[config.mk]
export PLATFORM = sky130hd
export DESIGN_NAME = alu_regfile_ctrl
export DESIGN_NICKNAME = d
export VERILOG_FILES = /design/src/rtl/alu_regfile_defs.sv /design/src/rtl/alu_regfile_ctrl.sv
export SDC_FILE = /design/constraint.sdc
export NUM_CORES = 1
export LEC_CHECK = 0
export ABC_AREA = 1
export BUFFER_PORTS_ARGS = -buffer_cell sky130_fd_sc_hd__buf_2
export CAP_MARGIN = 20
export CORE_UTILIZATION = 53
export DETAILED_ROUTE_END_ITERATION = 16
export PLACE_DENSITY = 0.85
export SKIP_CTS_REPAIR_TIMING = 1
export SLEW_MARGIN = 20
export SYNTH_ARGS = -nofsm -noshare
export SYNTH_HDL_FRONTEND = slang
export SYNTH_SLANG_ARGS = --single-unit
[constraint.sdc]
create_clock -name Clock -period 2.97 [get_ports Clock]
set_input_delay 0.297 -clock Clock [delete_from_list [all_inputs] [get_ports Clock]]
set_output_delay 0.297 -clock Clock [all_outputs]
set_load 0.02 [all_outputs]
[src/rtl/alu_regfile_defs.sv]
// Shared types and widths for the alu_regfile datapath and its sequencer.
// Widths, ALU opcodes, controller state and instruction bundle.
package alu_regfile_defs;

  localparam int REGFILE_ADDR_WIDTH = 4;
  localparam int REGFILE_WIDTH      = 8;
  localparam int ALU_OUTPUT_WIDTH   = 8;

  typedef enum logic [2:0] {
    ADD_OP,
    SUB_OP,
    AND_OP,
    OR_OP,
    EXOR_OP,
    NOT_OP,
    SHL_OP,
    SHR_OP
  } aluop_t;

  typedef enum logic [1:0] {
    IDLE,
    EXEC,
    WB,
    DONE
  } ctrl_state_t;

  typedef struct packed {
    logic                          load;
    aluop_t                        opcode;
    logic [REGFILE_ADDR_WIDTH-1:0] src_a;
    logic [REGFILE_ADDR_WIDTH-1:0] src_b;
    logic [REGFILE_ADDR_WIDTH-1:0] dest;
    logic [REGFILE_WIDTH-1:0]      imm;
    logic                          use_carry;
  } instr_t;

  // Only the arithmetic ops own the carry flag.
  function automatic logic op_sets_carry(aluop_t op);
    return (op == ADD_OP) || (op == SUB_OP);
  endfunction

endpackage

[src/rtl/alu_regfile_ctrl.sv]
// Instruction sequencer for alu_regfile: IDLE -> EXEC -> WB -> DONE.
// Optional ALU_CTRL_ZERO_FLAG_EN adds a Zero_Flag output updated in WB.
module alu_regfile_ctrl
  import alu_regfile_defs::*;
(
  input  logic                          Clock,
  input  logic                          Reset_n,
  input  logic                          Instr_Valid,
  output logic                          Instr_Ready,
  input  logic                          Instr_Load,
  input  aluop_t                        Instr_Opcode,
  input  logic [REGFILE_ADDR_WIDTH-1:0] Instr_Src_A,
  input  logic [REGFILE_ADDR_WIDTH-1:0] Instr_Src_B,
  input  logic [REGFILE_ADDR_WIDTH-1:0] Instr_Dest,
  input  logic [REGFILE_WIDTH-1:0]      Instr_Imm,
  input  logic                          Instr_Use_Carry,
  output logic [REGFILE_ADDR_WIDTH-1:0] Read_Addr_1,
  output logic [REGFILE_ADDR_WIDTH-1:0] Read_Addr_2,
  output logic [REGFILE_ADDR_WIDTH-1:0] Write_Addr,
  output logic                          Write_enable,
  output logic [REGFILE_WIDTH-1:0]      Write_data,
  output logic                          Carry_In,
  output aluop_t                        Opcode,
  input  logic [ALU_OUTPUT_WIDTH-1:0]   ALU_Out,
  input  logic                          Carry_Out,
  output logic                          Done,
  output logic [REGFILE_WIDTH-1:0]      Result,
`ifdef ALU_CTRL_ZERO_FLAG_EN
  output logic                          Zero_Flag,
`endif
  output logic                          Carry_Flag
);

  ctrl_state_t                   state_q;
  aluop_t                        op_q;
  logic [REGFILE_ADDR_WIDTH-1:0] dest_q;
  instr_t                        in_w;

  assign in_w = '{
    load:      Instr_Load,
    opcode:    Instr_Opcode,
    src_a:     Instr_Src_A,
    src_b:     Instr_Src_B,
    dest:      Instr_Dest,
    imm:       Instr_Imm,
    use_carry: Instr_Use_Carry
  };

  always_ff @(posedge Clock or negedge Reset_n) begin
    if (!Reset_n) begin
      state_q      <= IDLE;
      op_q         <= ADD_OP;
      dest_q       <= '0;
      Instr_Ready  <= 1'b1;
      Read_Addr_1  <= '0;
      Read_Addr_2  <= '0;
      Write_Addr   <= '0;
      Write_enable <= 1'b0;
      Write_data   <= '0;
      Carry_In     <= 1'b0;
      Opcode       <= ADD_OP;
      Done         <= 1'b0;
      Result       <= '0;
      Carry_Flag   <= 1'b0;
`ifdef ALU_CTRL_ZERO_FLAG_EN
      Zero_Flag    <= 1'b0;
`endif
    end else begin
      unique case (state_q)
        IDLE: begin
          if (Instr_Valid) begin
            Instr_Ready <= 1'b0;
            op_q        <= in_w.opcode;
            dest_q      <= in_w.dest;
            if (in_w.load) begin
              // Loads skip EXEC: the write port is set up right away.
              state_q      <= WB;
              Write_enable <= 1'b1;
              Write_Addr   <= in_w.dest;
              Write_data   <= in_w.imm;
            end else begin
              state_q     <= EXEC;
              Read_Addr_1 <= in_w.src_a;
              Read_Addr_2 <= in_w.src_b;
              Opcode      <= in_w.opcode;
              Carry_In    <= in_w.use_carry & Carry_Flag;
            end
          end
        end
        EXEC: begin
          state_q      <= WB;
          Write_enable <= 1'b1;
          Write_Addr   <= dest_q;
          Write_data   <= ALU_Out[REGFILE_WIDTH-1:0];
          if (op_sets_carry(op_q))
            Carry_Flag <= Carry_Out;
        end
        WB: begin
          state_q      <= DONE;
          Write_enable <= 1'b0;
          Done         <= 1'b1;
          Result       <= Write_data;
`ifdef ALU_CTRL_ZERO_FLAG_EN
          Zero_Flag    <= (Write_data == '0);
`endif
        end
        DONE: begin
          state_q     <= IDLE;
          Done        <= 1'b0;
          Instr_Ready <= 1'b1;
        end
        default: state_q <= IDLE;
      endcase
    end
  end

endmodule

---- After elaboration in Yosys (flattened, before gate mapping) ----
Index checks and enable logic that the tools add are counted.
word-level totals
  output and inout bits ................... 36
  input bits .............................. 37
  flip-flop bits (word level) ............. 45
  logic and storage cells ................. 50
cells by class
  bitwise operators ....................... 2
  equal/unequal tests ..................... 6
  multiplexer cells ....................... 15
  reduce and logical (&&, ||, !) cells .... 13
operators with widths
  operator              count
  $mux W8               2
  $pmux W8 S2           1
  $reduce_and A3 Y1     3
  $mux W4               2
  $pmux W2 S4           1
  $pmux W4 S2           1
  $reduce_and A2 Y1     3
  $reduce_bool A2 Y1    3
  $eq A2 B2 Y1 const B  2
  $mux W2               2
  $ne A2 B2 Y1 const B  2
  $pmux W1 S2           2
  $eq A3 B1 Y1 const B  1
  $logic_not A3 Y1      1
  $mux W1               3
  $pmux W1 S3           1
  $reduce_bool A3 Y1    1
  $eq A2 B1 Y1 const B  1
  $logic_not A2 Y1      1
  $and A1 B1 Y1         1
  $logic_or A1 B1 Y1    1
  $not A1 Y1            1

---- Depth between registers and ports, before layout ----
Gate-level depths: netlist (run 1).
  depth after elaboration ................. 3
  mapped depth ............................ 9
  mapped depth without buffers ............ 8

---- Worst setup path after synthesis (run 1) ----
Ideal clock, no wire load.
  kind .................................... reg-to-reg
  start point ............................. register state_q[1]
  end point ............................... register Write_data[0]
  stages on the path, launching flop included .. 10
  slack ................................... 1.645 ns
  clock period less this slack ............ 1.325 ns
  arrival ................................. 1.207 ns
  required time ........................... 2.853 ns
  path buffers ............................ 2
  setup time .............................. 0.117 ns
  cells stage by stage .................... dfrtp_1 inv_1 ha_1 clkbuf_2 nand2_1 nand2_2 nand2_2 buf_4 nand2_1 nand2_1
between the ends
  longest elaborated chain between the ends .. 3
  elaborated cells on any way between the ends .. 7
  those cells by class .................... eq/ne (3); mux (1); reduce/logical (3)
ends and longest elaborated chain
  item                                                                 line                    RTL
  start: declaration                                                   alu_regfile_ctrl.sv:34  ctrl_state_t state_q;
  start signal: assignment                                             alu_regfile_ctrl.sv:51  state_q <= IDLE;
  start signal: assignment                                             alu_regfile_ctrl.sv:77  state_q <= WB;
  start signal: assignment                                             alu_regfile_ctrl.sv:82  state_q <= EXEC;
  $eq A2 B1 Y1 or $logic_not A2 Y1 (tied branches)                     alu_regfile_ctrl.sv:69  unique case (state_q)
  $reduce_bool A2 Y1 (no source line) or $ne A2 B2 Y1 (tied branches)  n/a
  $reduce_and A3 Y1 (no source line)                                   n/a
  end signal: assignment                                               alu_regfile_ctrl.sv:80  Write_data <= in_w.imm;
  end signal: assignment                                               alu_regfile_ctrl.sv:94  Write_data <= ALU_Out[REGFILE_WIDTH-1:0];
  end: declaration                                                     alu_regfile_ctrl.sv:21  output logic [REGFILE_WIDTH-1:0] Write_data,
Several ways; a longest one is shown, not always the timed one.
A chain may end at the register's enable or synchronous reset.

---- Worst setup path in the final report (run 1) ----
  start point ............................. register state_q[1]
  end point ............................... register Write_data[2]
Same word-level chain as after synthesis.

==> results by group, run 1 <==
Timing
  • Fin Hold WS: 137.6 ps
  • Final Hold Violating Endpoints: 0
  • Unrepaired setup endpoints after global routing: false
  • Worst setup skew after layout: 4.420 ps
  • Max-Slew Margin vs Limit: 37.86%
  • Worst-Margin Slew: 932.1 ps
  • Setup violations, final: 0
  • Final Critical Period: 1877 ps
  • Max Fclk: 0.5328 GHz
  • Final Max Slew Viols: 0
  • Setup ws final: 1093 ps
  • Setup TNS: 0 ps
  • Fin crit share: 63.20%

Die
  • Die area: 4030 µm²
  • Initial Util: 57.76%
  • Site row count: 21
  • I/O pin cnt: 73
  • Die W: 63.48 µm
  • Core area: 3468 µm²
  • Die Y: 63.48 µm

Cells and area
  • Area Overhead vs Synth: 22.05%
  • Final Core Density: 70.49%
  • Final std cells w/o fill: 361
  • NumNets Final: 356
  • # diodes: 0
  • Fraction of layout cells with a size suffix above 1: 28.25%
  • Final non-filler cell area: 2445 µm²

Setup path
  • Reg2Reg Depth: 7
  • Register-to-Register Setup Slack: 1090 ps
  • Critical path required time: 3150 ps
  • CP Launch Type: register
  • CP Data Arrival Time: 2060 ps
  • Critical path fanouts, max: 16
  • Path type of the worst setup path: register to register
  • Endpoint class of the critical path: register

Place
  • Post-detail-place hpwl: 3.179 mm
  • Gpl congestion: 0.8477
  • Port bufs: 72
  • Placed insts: 353
  • Pre-CTS WS: 1110 ps
  • Post-Place Cell Area: 2355 µm²

Clock tree
  • Clock sinks: 44
  • Clock latency on the worst-skew pair: 290 ps
  • CTS Buf Count: 5
  • Clock Tree Root: clkbuf_8
  • CTS tree: built
  • Clock-pin slew on the worst setup and hold paths: 70 ps
  • H-tree depth: 2
  • CTS max path bufs: 2

Run status
  • Status: completed

Yosys
  • Area share of xor/xnor cells in the synthesized design: 0%
  • Syn nets: 287
  • Main combinational cell family by area after synthesis: simple AND/OR/NAND/NOR gates
  • Cell area after synthesis: 2003 µm²
  • Post-Syn Instances: 245
  • Mux cell area share after synthesis: 0%
  • Post-Synth Adder-Cell Area: 3.123%
  • Ys Warns: 0
  • Yosys reg bits: 44
  • Netlist cell types: 19
  • Register area share after synthesis: 55.03%
  • Compound-Gate Fraction of Synth Area: 2.186%
  • Post-Synth Simple-Gate Area: 34.35%
  • Post-Syn Area per Cell: 8.176 µm²

Power and ir drop
  • Power per cell area: 1120 nW/µm²
  • Gate power share: 48.0%
  • Clock Power Share: 13.7%
  • Sequential power share: 38.3%
  • Sw Ratio: 45.55%
  • Worst vdd ir: 0.0005645 V
  • Leakage: 1.462 nW
  • Internal power: 1.491 mW
  • NetSw: 1.247 mW
  • Tot Pwr: 2.737 mW

Detailed routing
  • Drt wl/cell: 12.06 µm
  • Post-DRT Antenna Nets: 0
  • Final WL: 4.353 mm
  • Remaining DRCs: 0
  • Post-DR vias/cell: 4.909
  • DRT Pass-1 Iters: 4
  • DR vias: 1772
  • Initial drt markers: 108

Global routing
  • Vias in the first global route: 1617
  • Total congestion overflow: 0
  • Pin count of the biggest net entering global routing: 45
  • First-pass GRT wire length: 7.431 mm
  • Initial antenna violation count: 0
  • GR Util All Layers: 24.31%

Flow run
  • Max_cap viols: 0

Min path
  • Worst min path class: primary input to asynchronous set/reset pin
==> worst max-delay path: stages (launching register included) <==
cell and delay [ps]:
dfrtp_1 410, inv_1 130, ha_1 510, nand2_1 130, nand2_2 210, nand2_2 210, nand2_1 110, nand2_1 60
==> final cells by class <==
type                    count  area (µm²)
flip-flops and latches     44        1102
clock buffers               8       90.09
multi-input cells         181       794.5
repair buffers             72       360.3
fillers                   304        1023
well taps                  46       57.56
inverters                  10       40.04
==> state kept, by name (all words and copies together), names as in the netlist <==
name          cells
dest_q            4
Instr_Ready       1
Write_enable      1
Write_Addr        4
state_q           2
Opcode            3
Read_Addr_1       4
Carry_Flag        1
Carry_In          1
op_q              2
Read_Addr_2       4
Result            8
Done              1
Write_data        8
==> synth_stat cells <==
cell / n / area share, %
nor2_1: 5 / 0.94
dfstp_2: 1 / 1.3
o21ai_1: 2 / 0.50
clkinv_1: 1 / 0.19
buf_6: 1 / 0.56
clkbuf_2: 1 / 0.25
o21ai_0: 5 / 1.2
buf_2: 4 / 1.0
dfrtp_1: 43 / 54
nand3_1: 28 / 7.0
inv_2: 3 / 0.56
inv_4: 1 / 0.31
ha_1: 5 / 3.1
inv_1: 5 / 0.94
nand2_2: 3 / 0.94
nand2_4: 2 / 1.1
o21ai_2: 1 / 0.44
buf_4: 4 / 1.5
nand2_1: 130 / 24
==> per-layer routing <==
| layer | track usage, % | share of wire [%] | up-vias |
|---|---|---|---|
| li1 | - | - | 897 |
| met1 | 31.08 | 44 | 822 |
| met2 | 38.56 | 50 | 45 |
| met3 | 5.072 | 4.5 | 8 |
| met4 | 12.78 | 1.9 | 0 |
| met5 | 0 | 0 | - |
==> power groups by stage <==
stage / sequential, mW / combinational [mW] / clock (mW)
6_report: 1.05 / 1.31 / 0.375
5_1_grt: 1.08 / 1.48 / 0.403
4_1_cts: 1.05 / 1.32 / 0.383
3_5_place_dp: 1.06 / 1.32 / 0
3_3_place_gp: 1.05 / 1.27 / 0
2_1_floorplan: 1.32 / 0.663 / 0
==> worst paths after layout <==
check / startpoint / endpoint
max in group asynchronous: Reset_n / Result[4]$_DFFE_PN0P_
worst max register to register: state_q[1]$_DFFE_PN0P_ / Write_data[2]$_DFFE_PN0P_
worst max-delay path: state_q[1]$_DFFE_PN0P_ / Write_data[2]$_DFFE_PN0P_
worst min-delay path: Reset_n / Opcode[1]$_DFFE_PN0P_
worst min register to register: Read_Addr_2[1]$_DFFE_PN0P_ / Read_Addr_2[1]$_DFFE_PN0P_
min in group Clock: Instr_Src_A[0] / Read_Addr_1[0]$_DFFE_PN0P_
==> cell families (layout without fill, tap and decap cells) <==
kind of cell / after synthesis / after routing
compound gates: 8 / 8
buf+inv: 20 / 90
simple gates: 168 / 168
fa+ha+maj: 5 / 5
flops: 44 / 44
==> placed cells by master, fill, tap and decap left out, drive strengths merged <==
cell	Yosys	layout
nand2	135	135
buf	9	72
dfrtp	43	43
nand3	28	28
inv	9	9
clkbuf	1	8
o21ai	8	8
nor2	5	5
ha	5	5
dfstp	1	1
clkinv	1	1
No activity file was read; power rests on OpenSTA's default activity.
==> run 2: changes to the inputs <==
CORE_UTILIZATION = 49   (was 53)
PLACE_DENSITY = 0.79   (was 0.85)
clock period = 1.8 ns   (was 2.97 ns; I/O delays follow)
==> run 2 against run 1 <==
  * Clock skew decreased by 3.0 ps
  * Fmax increased by 17%
  * Routed wire length decreased by 4.3%
==> results by group, run 2 (synthesized netlist as in run 1, its figures left out) <==
Die
  • Die area: 4348 µm² (+7.9%)
  • I/O pin cnt: 73 (unchanged)
  • Initial Util: 52.73% (-5.0 points)
  • Core area: 3799 µm² (+9.5%)
  • Site row count: 22 (+4.8%)
  • Die Y: 65.94 µm (+3.9%)
  • Die W: 65.94 µm (+3.9%)

Place
  • Gpl congestion: 0.8113 (-4.3%)
  • Port bufs: 72 (unchanged)
  • Post-detail-place hpwl: 3.078 mm (-3.2%)

Cells and area
  • Area Overhead vs Synth: 24.48%
  • Most common cell after layout, fill and taps aside: nand2_1
  • Biggest regs: Result (8), Write_data (8)
  • Multi-input logic area: 794.5 µm² (unchanged)
  • Fraction of layout cells with a size suffix above 1: 29.47% (+1.2 points)
  • Most frequent cells in the layout: 130 x nand2_1, 72 x buf_2, 43 x dfrtp_1
  • # diodes: 0 (unchanged)
  • FF/Latch Area: 1102 µm² (unchanged)
  • NumNets Final: 361 (+1.4%)
  • Fill cells: 340 (+12%)

Flow run
  • Max_cap viols: 0 (unchanged)

Timing
  • Max-Slew Margin vs Limit: 64.16% (+26 points)
  • Setup TNS: 0 ps (unchanged)
  • Final Critical Period: 1601 ps (-276.4 ps)
  • Max Fclk: 0.6248 GHz (+17%)
  • Setup violations, final: 0 (unchanged)
  • Final Hold Violating Endpoints: 0 (unchanged)
  • Worst-Margin Slew: 537.6 ps (-394.5 ps)
  • Fin crit share: 88.92% (+26 points)
  • Final Max Slew Viols: 0 (unchanged)
  • Fin Hold WS: 119.5 ps (-18.09 ps)
  • Unrepaired setup endpoints after global routing: false
  • Worst setup skew after layout: 1.456 ps (-2.964 ps)

Setup path
  • Endpoint class of the critical path: register
  • CP Launch Type: register
  • Crit path from: state_q[0]$_DFFE_PN0P_
  • Register-to-Register Setup Slack: 200 ps (-890 ps)
  • Critical path required time: 1990 ps (-1160 ps)
  • Reg2Reg Depth: 7 (unchanged)
  • CP Data Arrival Time: 1790 ps (-270 ps)
  • FF-to-FF End: Write_data[5]$_DFFE_PN0P_
  • Path type of the worst setup path: register to register
  • Worst setup path end: Write_data[5]$_DFFE_PN0P_
  • Critical path fanouts, max: 13 (-3)
  • Reg-to-Reg Start: state_q[0]$_DFFE_PN0P_

Detailed routing
  • Post-DRT Antenna Nets: 0 (unchanged)
  • Post-DR vias/cell: 4.807 (-2.1%)
  • Remaining DRCs: 0 (unchanged)
  • Final WL: 4.164 mm (-4.3%)
  • DR vias: 1764 (-0.45%)
  • Drt wl/cell: 11.35 µm (-5.9%)
  • DRT Pass-1 Iters: 4 (unchanged)
  • Initial drt markers: 91 (-16%)

Global routing
  • GR Util All Layers: 21.15% (-3.2 points)
  • First-pass GRT wire length: 6.831 mm (-8.1%)
  • Vias in the first global route: 1534 (-5.1%)
  • Initial antenna violation count: 0 (unchanged)
  • Pin count of the biggest net entering global routing: 45 (unchanged)
  • Total congestion overflow: 0 (unchanged)

Power and ir drop
  • Power per cell area: 1827 nW/µm² (+63%)
  • Worst vdd ir: 0.0008497 V (+51%)
  • Leakage: 1.492 nW (+2.0%)

Clock tree
  • Clock sinks: 44 (unchanged)
  • Clock latency on the worst-skew pair: 290 ps (about the same)
  • CTS Buf Count: 5 (unchanged)
  • Clock Tree Root: clkbuf_8
  • CTS tree: built
  • H-tree depth: 2 (unchanged)
  • CTS max path bufs: 2 (unchanged)
  • Clock-pin slew on the worst setup and hold paths: 70 ps (about the same)

Min path
  • Worst min path class: primary input to register

Run status
  • Status: completed
-- run 2: per-stage QoR --
| stage | power (mW) | setup slack, ps | instance area [µm²] | instances | util (%) |
|---|---|---|---|---|---|
| finish | 4.556 | 199.5 | 2494 | 367 | 65.65 |
| detailed placement | 3.950 | 207.3 | 2387 | 359 | 62.85 |
| floorplan | 3.271 | 475.5 | 2003 | 245 | - |
| global route | 4.937 | 20.34 | 2494 | 367 | 65.65 |
| global placement | 3.878 | 296.0 | 2387 | 359 | 62.85 |
| CTS | 4.600 | 193.2 | 2484 | 366 | 65.38 |
-- run 2: area by class of cell --
cell class | count | area share (%)
Sequential cell | 44 | 44.20
Multi-Input combinational cell | 181 | 31.86
Timing Repair Buffer | 77 | 16.06
Clock buffer | 7 | 3.864
Tap cell | 48 | 2.408
Inverter | 10 | 1.606
-- run 2: worst max-delay path, stage by stage, from the launching register on --
cell and delay, ps:
dfrtp_1 410, inv_1 120, ha_1 250, nand2_1 110, nand2_2 220, nand2_2 210
nand2_1 120, nand2_1 50
-- run 2: how the worst min path moves through the flow --
stage,startpoint,end,slack (ps),cells after the start
floorplan,Reset_n,Carry_Flag$_DFFE_PN0P_,-120,0
global placement,Reset_n,Opcode[1]$_DFFE_PN0P_,280,2
detailed placement,Reset_n,Opcode[1]$_DFFE_PN0P_,280,2
CTS,Reset_n,Opcode[1]$_DFFE_PN0P_,-40,2
global route,Instr_Src_A[2],Read_Addr_1[2]$_DFFE_PN0P_,130,3
finish,Instr_Opcode[0],Opcode[0]$_DFFE_PN0P_,120,3
-- run 2: routing by layer --
layer	GRT usage, %	vias up	part of all wire [%]	wire length [µm]
met3	4.138	6	4.5	189
met5	0	-	0	0
met1	27.58	812	45	1890
met4	10.37	0	2.1	86
li1	-	906	-	-
met2	33.55	40	48	1998
-- run 2: power by group --
group          internal (mW)  leakage (nW)  switching, mW
clock                  0.341        0.0503          0.302
sequential              1.46         0.547          0.262
combinational          0.717         0.894           1.47
